===== src/rtl/romload_pkg.sv =====
// ----------------------------------------------------------------------------
// romload_pkg : shared types and constants for the ROM-load sink
// Rev 1.0
// ----------------------------------------------------------------------------
`default_nettype none

package romload_pkg;

  typedef enum logic [1:0] {
    ST_IDLE  = 2'd0,
    ST_LOAD  = 2'd1,
    ST_FLUSH = 2'd2,
    ST_DONE  = 2'd3
  } state_t;

  localparam int ADDR_W     = 24;
  localparam int DATA_W     = 16;
  localparam int DS_W       = 2;
  localparam int ENTRY_W    = ADDR_W + DATA_W + DS_W;
  localparam int WR_GAP_DEF = 2;

  typedef struct packed {
    logic [ADDR_W-1:0] addr;
    logic [DATA_W-1:0] data;
    logic [DS_W-1:0]   ds;
  } entry_t;

endpackage

`default_nettype wire


===== src/rtl/romload_fifo.sv =====
// ----------------------------------------------------------------------------
// romload_fifo : generic synchronous FIFO with registered read data
// Rev 1.0
// ----------------------------------------------------------------------------
`default_nettype none

module romload_fifo #(
  parameter int WIDTH = 42,
  parameter int DEPTH = 8
) (
  input  logic                       wclk,
  input  logic                       resetn,
  input  logic                       i_clr,
  input  logic                       i_push,
  input  logic [WIDTH-1:0]           i_wdata,
  input  logic                       i_pop,
  output logic [WIDTH-1:0]           o_rdata,
  output logic                       o_full,
  output logic                       o_empty,
  output logic [$clog2(DEPTH):0]     o_count
);

  localparam int AW = $clog2(DEPTH);
  localparam logic [AW:0]   C_DEPTH = (AW+1)'(DEPTH);
  localparam logic [AW:0]   C_ONE   = (AW+1)'(1);
  localparam logic [AW-1:0] C_PINC  = AW'(1);

  logic [WIDTH-1:0] r_mem [DEPTH];
  logic [AW-1:0]    r_wp;
  logic [AW-1:0]    r_rp;
  logic [AW:0]      r_cnt;
  logic [WIDTH-1:0] r_rdata;
  logic             w_do_push;
  logic             w_do_pop;

  assign o_full    = (r_cnt == C_DEPTH);
  assign o_empty   = (r_cnt == '0);
  assign o_count   = r_cnt;
  assign o_rdata   = r_rdata;
  // A full FIFO still accepts a push when the same cycle frees a slot
  assign w_do_pop  = i_pop && !o_empty;
  assign w_do_push = i_push && (!o_full || w_do_pop);

  always_ff @(posedge wclk) begin
    if (w_do_push) r_mem[r_wp] <= i_wdata;
  end

  always_ff @(posedge wclk) begin
    if (!resetn || i_clr) begin
      r_wp    <= '0;
      r_rp    <= '0;
      r_cnt   <= '0;
      r_rdata <= '0;
    end else begin
      if (w_do_push) r_wp <= r_wp + C_PINC;
      if (w_do_pop) begin
        r_rdata <= r_mem[r_rp];
        r_rp    <= r_rp + C_PINC;
      end
      case ({w_do_push, w_do_pop})
        2'b10:   r_cnt <= r_cnt + C_ONE;
        2'b01:   r_cnt <= r_cnt - C_ONE;
        default: r_cnt <= r_cnt;
      endcase
    end
  end

endmodule

`default_nettype wire


===== src/rtl/romload_sink.sv =====
// ----------------------------------------------------------------------------
// romload_sink : packs the iosys ROM byte stream into words and writes SDRAM
// Rev 1.0
// ----------------------------------------------------------------------------
`default_nettype none

module romload_sink
  import romload_pkg::*;
#(
  parameter logic [22:0] ROM_BASE   = 23'h000000,
  parameter int          FIFO_DEPTH = 8,
  parameter int          WR_GAP     = WR_GAP_DEF
) (
  input  logic        wclk,
  input  logic        resetn,
  input  logic        rom_loading,
  input  logic [7:0]  rom_do,
  input  logic        rom_do_valid,
  input  logic [23:0] rom_mask,
  output logic [22:0] ram_addr,
  output logic [15:0] ram_din,
  output logic [1:0]  ram_ds,
  output logic        ram_wr,
  input  logic        ram_busy,
  output logic        load_done,
  output logic [23:0] byte_cnt,
  output logic        overflow
);

  state_t      r_state;
  logic        r_loading_q;
  logic [23:0] r_byte_cnt;
  logic [7:0]  r_low;
  logic        r_flush_first;
  logic        r_overflow;
  logic        r_load_done;
  logic        r_wr;
  logic [7:0]  r_gap;

  logic        w_rise;
  logic        w_fall;
  logic        w_byte;
  logic        w_pack_push;
  logic        w_tail_push;
  logic        w_push_req;
  logic        w_push;
  logic        w_drop;
  logic        w_fire;
  logic        w_fifo_full;
  logic        w_fifo_empty;
  logic [$clog2(FIFO_DEPTH):0] w_fifo_count;
  entry_t      w_wentry;
  logic [ENTRY_W-1:0] w_rdata;
  entry_t      w_head;
  logic [23:0] w_sum;
  logic        w_unused;

  assign w_rise = rom_loading && !r_loading_q;
  assign w_fall = !rom_loading && r_loading_q;

  assign w_byte      = (r_state == ST_LOAD) && rom_do_valid && !w_rise;
  assign w_pack_push = w_byte && r_byte_cnt[0];
  // A dangling odd byte is committed once, on the first FLUSH cycle
  assign w_tail_push = (r_state == ST_FLUSH) && r_flush_first && r_byte_cnt[0] && !w_rise;
  assign w_push_req  = w_pack_push || w_tail_push;
  assign w_drop      = w_push_req && w_fifo_full && !w_fire;
  assign w_push      = w_push_req && !w_drop;

  always_comb begin
    w_wentry.addr = {r_byte_cnt[23:1], 1'b0};
    if (w_tail_push) begin
      w_wentry.data = {8'h00, r_low};
      w_wentry.ds   = 2'b01;
    end else begin
      w_wentry.data = {rom_do, r_low};
      w_wentry.ds   = 2'b11;
    end
  end

  assign w_fire = !w_fifo_empty && !ram_busy && (r_gap == 8'd0) && !r_wr && !w_rise;

  romload_fifo #(
    .WIDTH (ENTRY_W),
    .DEPTH (FIFO_DEPTH)
  ) u_fifo (
    .wclk    (wclk),
    .resetn  (resetn),
    .i_clr   (w_rise),
    .i_push  (w_push),
    .i_wdata (w_wentry),
    .i_pop   (w_fire),
    .o_rdata (w_rdata),
    .o_full  (w_fifo_full),
    .o_empty (w_fifo_empty),
    .o_count (w_fifo_count)
  );

  assign w_head   = entry_t'(w_rdata);
  assign w_sum    = {1'b0, ROM_BASE} + (w_head.addr & rom_mask);
  assign w_unused = &{1'b0, w_sum[23], w_sum[0], w_fifo_count};

  // Write-port fields follow the popped entry only while the strobe is up
  assign ram_wr    = r_wr;
  assign ram_addr  = r_wr ? {w_sum[22:1], 1'b0} : 23'd0;
  assign ram_din   = r_wr ? w_head.data : 16'd0;
  assign ram_ds    = r_wr ? w_head.ds : 2'd0;
  assign load_done = r_load_done;
  assign byte_cnt  = r_byte_cnt;
  assign overflow  = r_overflow;

  always_ff @(posedge wclk) begin
    if (!resetn) begin
      r_wr  <= 1'b0;
      r_gap <= 8'd0;
    end else begin
      r_wr <= w_fire;
      if (r_wr)
        r_gap <= 8'(WR_GAP);
      else if (r_gap != 8'd0)
        r_gap <= r_gap - 8'd1;
    end
  end

  always_ff @(posedge wclk) begin
    if (!resetn) begin
      r_state       <= ST_IDLE;
      r_loading_q   <= 1'b0;
      r_byte_cnt    <= 24'd0;
      r_low         <= 8'd0;
      r_flush_first <= 1'b0;
      r_overflow    <= 1'b0;
      r_load_done   <= 1'b0;
    end else begin
      r_loading_q <= rom_loading;
      r_load_done <= 1'b0;
      if (w_drop) r_overflow <= 1'b1;
      if (w_rise) begin
        r_state       <= ST_LOAD;
        r_byte_cnt    <= 24'd0;
        r_low         <= 8'd0;
        r_flush_first <= 1'b0;
        r_overflow    <= 1'b0;
      end else begin
        case (r_state)
          ST_IDLE: r_state <= ST_IDLE;
          ST_LOAD: begin
            if (w_byte) begin
              r_byte_cnt <= r_byte_cnt + 24'd1;
              if (!r_byte_cnt[0]) r_low <= rom_do;
            end
            if (w_fall) begin
              r_state       <= ST_FLUSH;
              r_flush_first <= 1'b1;
            end
          end
          ST_FLUSH: begin
            r_flush_first <= 1'b0;
            if (!r_flush_first && w_fifo_empty && !r_wr) r_state <= ST_DONE;
          end
          ST_DONE: begin
            r_load_done <= 1'b1;
            r_state     <= ST_IDLE;
          end
          default: r_state <= ST_IDLE;
        endcase
      end
    end
  end

endmodule

`default_nettype wire


===== config.mk =====
export PLATFORM = sky130hd
export DESIGN_NAME = romload_sink
export DESIGN_NICKNAME = d
export VERILOG_FILES = /design/src/rtl/romload_pkg.sv /design/src/rtl/romload_fifo.sv /design/src/rtl/romload_sink.sv
export SDC_FILE = /design/constraint.sdc
export NUM_CORES = 1
export LEC_CHECK = 0
export CORE_ASPECT_RATIO = 0.7
export CORE_UTILIZATION = 30
export CTS_CLUSTER_SIZE = 14
export DETAILED_ROUTE_END_ITERATION = 8
export GPL_ROUTABILITY_DRIVEN = 1
export HOLD_SLACK_MARGIN = 0.08
export SKIP_CTS_REPAIR_TIMING = 1
export SYNTH_ARGS = -nofsm -noshare
export SYNTH_HDL_FRONTEND = slang
export SYNTH_HIERARCHICAL = 1
export SYNTH_SLANG_ARGS = --single-unit
export TNS_END_PERCENT = 50

===== constraint.sdc =====
create_clock -name wclk -period 22.4 [get_ports wclk]
set_input_delay 3.36 -clock wclk [delete_from_list [all_inputs] [get_ports wclk]]
set_output_delay 3.36 -clock wclk [all_outputs]
set_load 0.1 [all_outputs]

Word-level counts from Yosys, hierarchy flattened
Memory sizes are Yosys's and may differ from the RTL's. A register that Yosys moved wholly into a read port is not among the register bits.
Cells that the tools add are included.
- bitwise operators: 3
- multiplexer cells: 16
- equal/unequal tests: 10
- $add $sub $neg: 6
- reductions and logical operators: 48
- operator list (cell ; number):
    adder 24 x 1 -> 24 bit (second input constant) ; 1
    bitwise AND 23 bit ; 1
    2-to-1 mux 23 bit ; 1
    logical AND 1 bit ; 19
    2-to-1 mux 18 bit ; 1
    2-to-1 mux 16 bit ; 1
    zero test 1 bit ; 11
    2-to-1 mux 2 bit ; 5
    zero test 8 bit ; 1
    one-hot mux 4 bit (2 select lines) ; 1
    AND reduction 2 bit ; 4
    nonzero test 8 bit ; 1
    subtractor 8 x 1 -> 8 bit (second input constant) ; 1
    adder 3 x 1 -> 3 bit (second input constant) ; 2
    equality test 2 bit (second input constant) ; 3
    one-hot mux 2 bit (3 select lines) ; 1
    nonzero test 2 bit ; 3
    OR reduction 2 bit ; 3
    2-to-1 mux 1 bit ; 5
    adder 4 x 1 -> 4 bit (second input constant) ; 1
    equality test 2 x 1 -> 1 bit (second input constant) ; 2
    equality test 4 bit (second input constant) ; 1
    zero test 4 bit ; 1
    subtractor 4 x 1 -> 4 bit (second input constant) ; 1
    other kinds (9) ; 12
- bits in writable memories: 328
- register bits after elaboration: 98
- word-level logic and storage cells: 99
- output and inout bits: 68
- memories: 1
- memories (name ; words ; bits a word ; read ports ; clocked after memory_dff ; wr ports ; line ; source):
    u_fifo.r_mem ; 8 ; 41 ; 1 ; 1 ; 1 ; romload_fifo.sv:28 ; logic [WIDTH-1:0] r_mem [DEPTH];

Logic depth before layout (Yosys ltp)
- depth in word-level cells: 13
- gate-level depth with buffers: 16

Cells and area by module
The synthesis kept the hierarchy.
- by module, submodules not included (module ; area an instance (µm²) ; cells each ; instances ; sequential area each (µm²)):
    romload_fifo ; 14565.2 ; 712 ; 1 ; 11130.7
    romload_sink ; 2700.1 ; 328 ; 1 ; 940.9

Worst setup path after synthesis
No wires, ideal clock.
- kind: input to register
- start point: input port rom_loading
- end point: memory u_fifo/r_mem[0][0] (netlist name), enable pin
- setup time: 0.546 ns
- data required time: 21.854 ns
- stages on the path: 8
- arrival: 8.868 ns
- path slack: 12.986 ns
- path through: ha_1 -> buf_2 -> nand4b_1 -> nand2_1 -> a21boi_0 -> clkbuf_1 -> o21ai_2 -> nor4_1
- word-level cells in the longest chain between the ends: 12
- ends and longest elaborated chain (item ; line ; source):
    start, declared ; romload_sink.sv:16 ; input logic rom_loading,
    logical AND 1 bit (*) ; romload_sink.sv:58 ; assign w_rise = rom_loading && !r_loading_q;
    zero test 1 bit (*) ; romload_sink.sv:61, romload_sink.sv:64, romload_sink.sv:80 ;
    logical AND 1 bit ; romload_sink.sv:61 ; assign w_byte = (r_state == ST_LOAD) && rom_do_valid && !w_rise;
    logical AND 1 bit ; romload_sink.sv:62 ; assign w_pack_push = w_byte && r_byte_cnt[0];
    logical OR 1 bit ; romload_sink.sv:65 ; assign w_push_req = w_pack_push || w_tail_push;
    logical AND 1 bit (2 in a row) ; romload_sink.sv:66 ; assign w_drop = w_push_req && w_fifo_full && !w_fire;
    zero test 1 bit ; romload_sink.sv:67 ; assign w_push = w_push_req && !w_drop;
    logical AND 1 bit (*) ; romload_sink.sv:67 ;
    net w_push ; romload_sink.sv:46 ; logic w_push;
    logical AND 1 bit (*) ; romload_fifo.sv:42 ; assign w_do_push = i_push && (!o_full || w_do_pop);
    2-to-1 mux 1 bit (*) ; romload_fifo.sv:45 ; if (w_do_push) r_mem[r_wp] <= i_wdata;
    2-to-1 mux 1 bit (implied by the code) (*) ; romload_fifo.sv:45 ;
    end, declared ; romload_fifo.sv:28 ;
Mark *: on every way through the listed nets, which the timed path passes. The rest lies on a longest branch.

Worst setup path in the final report
- start point: input port rom_mask[20]
- end point: output port ram_addr[20]
- word-level cells in the longest chain between the ends: 2
- ends and longest elaborated chain (item ; line ; source):
    start, declared ; romload_sink.sv:19 ; input logic [23:0] rom_mask,
    bitwise AND 23 bit ; romload_sink.sv:99 ; assign w_sum = {1'b0, ROM_BASE} + (w_head.addr & rom_mask);
    2-to-1 mux 23 bit ; romload_sink.sv:104 ; assign ram_addr = r_wr ? {w_sum[22:1], 1'b0} : 23'd0;
    end, declared ; romload_sink.sv:20 ; output logic [22:0] ram_addr,
No other way between the ends.

==> run summary <==
Tcrit/Tclk final - 0.385
power density over the cells - 79.0 nW/µm²
Final min period - 8.62 ns
Inst Count DP - 1790
first-pass iteration count of the detailed router - 5
initial antenna violation count - 2
DR iter-0 viols - 648
cells along the critical path - clkdlybuf4s50_1 > and3_1 > clkdlybuf4s50_1
Port Buffers - 101
Ports - 105
Final Cell Area - 19600 µm²
VDD IR max - 45.9 µV
DP Area - 18300 µm²
crit path buf inv count - 2
Hold Path Depth - 2
Slew @ Worst Pin - 1.07 ns
Cell Area, Synth - 16600 µm²
clk root buf - clkbuf_16
Residual DRC - 0
Worst Path Required - 19.04 ns
first-pass GRT wire length - 57200 µm
outcome - finished clean
Num CTS Buffers - 40
Core Footprint - 54200 µm²
kind of critical path - in2out
Ys Warns - 6
non-filler cells, final - 1862
gpl congestion - 0.746
syn avg cell area - 16.4 µm²
hold slack - 0.490 ns
RSZ-0062 raised after global routing - no
total number of vias - 9057
deepest clock path buffer count - 3
Initial Util - 0.307
DP Wirelength - 22700 µm
Worst slew margin - 0.284
layout cell share with drive strength beyond 1 - 0.195
Worst Hold Class - reg2reg
area delta synth->final - 17.8%
gr ovfl total - 0
CP most frequent cell - clkdlybuf4s50_1
chip width - 283 µm
delay-heaviest family, CP - buffers and inverters
Pins Over Slew Limit - 0
post-place setup slack - 13.73 ns
crit path max fanout - 1
Crit path largest cell delay - 1.18 ns
Die Area - 56300 µm²
routed wire length - 38000 µm
wire length per cell - 20.4 µm
reg2reg path depth - 11
leakage power - 6.33 nW
# rows - 71
CTS tree - built
Die Ht - 199 µm
Worst Path Arrival - 5.26 ns
post-route ant nets - 0
crit path max-delay cell type - clkdlybuf4s50_1
clk_lat worst skew - 0.53 ns
CP endpoint kind - output pin
setup slack after layout - 13.78 ns
H-tree level count - 2
TNS Setup - 0 ns
fmax - 116 MHz
Final nets - 1153
Crit path depth - 3
GR Util All Layers - 0.135
MaxCap Viol Count - 0
vias per inst - 4.86
largest net degree at the start of global routing - 51
Clock Sinks - 417
Mapped Cells - 1012
clock transition at the registers of the reported paths - 0.06 ns
Fin Clk Skew - 0.0105 ns
critical path launch point type - input pin
vias in the first global route - 9003
final setup fails - 0
final hold violations - 0
through the flow:
stage	power, mW	utilization
final	1.54	0.361
after global routing	1.60	0.361
after CTS	1.56	0.361
after detailed placement	0.912	0.338
after global placement	0.910	0.338
after floorplan	0.895	-
layout make-up:
type / count / area (µm²)
timing repair buffer: 122 / 1170
inverter: 14 / 52.6
clock inverter: 15 / 98.8
multi-input combinational: 507 / 4620
fill: 5107 / 34600
sequential: 417 / 11600
clock buffer: 56 / 1150
antenna: 1 / 2.50
tap: 730 / 913
final timing paths:
path | start | endpoint | slack [ns]
setup / recovery | rom_mask[20] | ram_addr[20] | 13.78
hold / removal | u_fifo/o_rdata[7]$_SDFFE_PP0N_ | u_fifo/o_rdata[7]$_SDFFE_PP0N_ | 0.49
setup reg to reg | u_fifo/o_count[0]$_SDFFE_PP0P_ | u_fifo/o_rdata[40]$_SDFFE_PP0N_ | 18.25
hold reg to reg | u_fifo/o_rdata[7]$_SDFFE_PP0N_ | u_fifo/o_rdata[7]$_SDFFE_PP0N_ | 0.49
sequential cells by signal, summed over array words and instances (netlist names), 2 cells and up:
register / cells
u_fifo/o_rdata: 40
r_state: 2
u_fifo/o_count: 4
u_fifo/r_rp: 3
r_gap: 8
u_fifo/r_wp: 3
r_low: 8
byte_cnt: 24
u_fifo/r_mem: 320
routing by layer:
| layer | up-vias | wire length [µm] | share of wire | global-route usage |
|---|---|---|---|---|
| met2 | 230 | 16600 | 0.44 | 0.201 |
| met4 | 0 | 540 | 0.014 | 0.0296 |
| li1 | 4086 | - | - | - |
| met1 | 4690 | 18800 | 0.49 | 0.202 |
| met3 | 51 | 2060 | 0.054 | 0.0268 |
| met5 | - | 0 | 0 | 0 |
worst register-to-register path: stages, from the launching register on:
cell      delay [ns]
dfxtp_1         0.50
or3_1           0.27
nor2_1          0.10
nor4_1          0.19
nand4_1         0.22
inv_1           0.26
o41a_2          0.41
buf_4           0.54
nand2b_2        0.52
buf_4           0.44
o22ai_1         0.45
nor3_2          0.09
cells in the final DEF (no fill, tap or decap), types with 24 or more instances in the layout:
cell and n:
clkdlybuf4s50_1 101, edfxtp_1 320, dfxtp_1 94, nand2_1 24
and3_1 27, clkbuf_16 41, and2_1 30, mux4_2 80
o22ai_1 40, nor2_1 81, nor3_2 41
where the power goes:
part | internal [mW] | switching (mW)
clock network | 0.370 | 0.280
registers | 0.831 | 0.00723
logic | 0.0248 | 0.0318
total | 1.23 | 0.319
No activity file was read; power rests on OpenSTA's default activity.
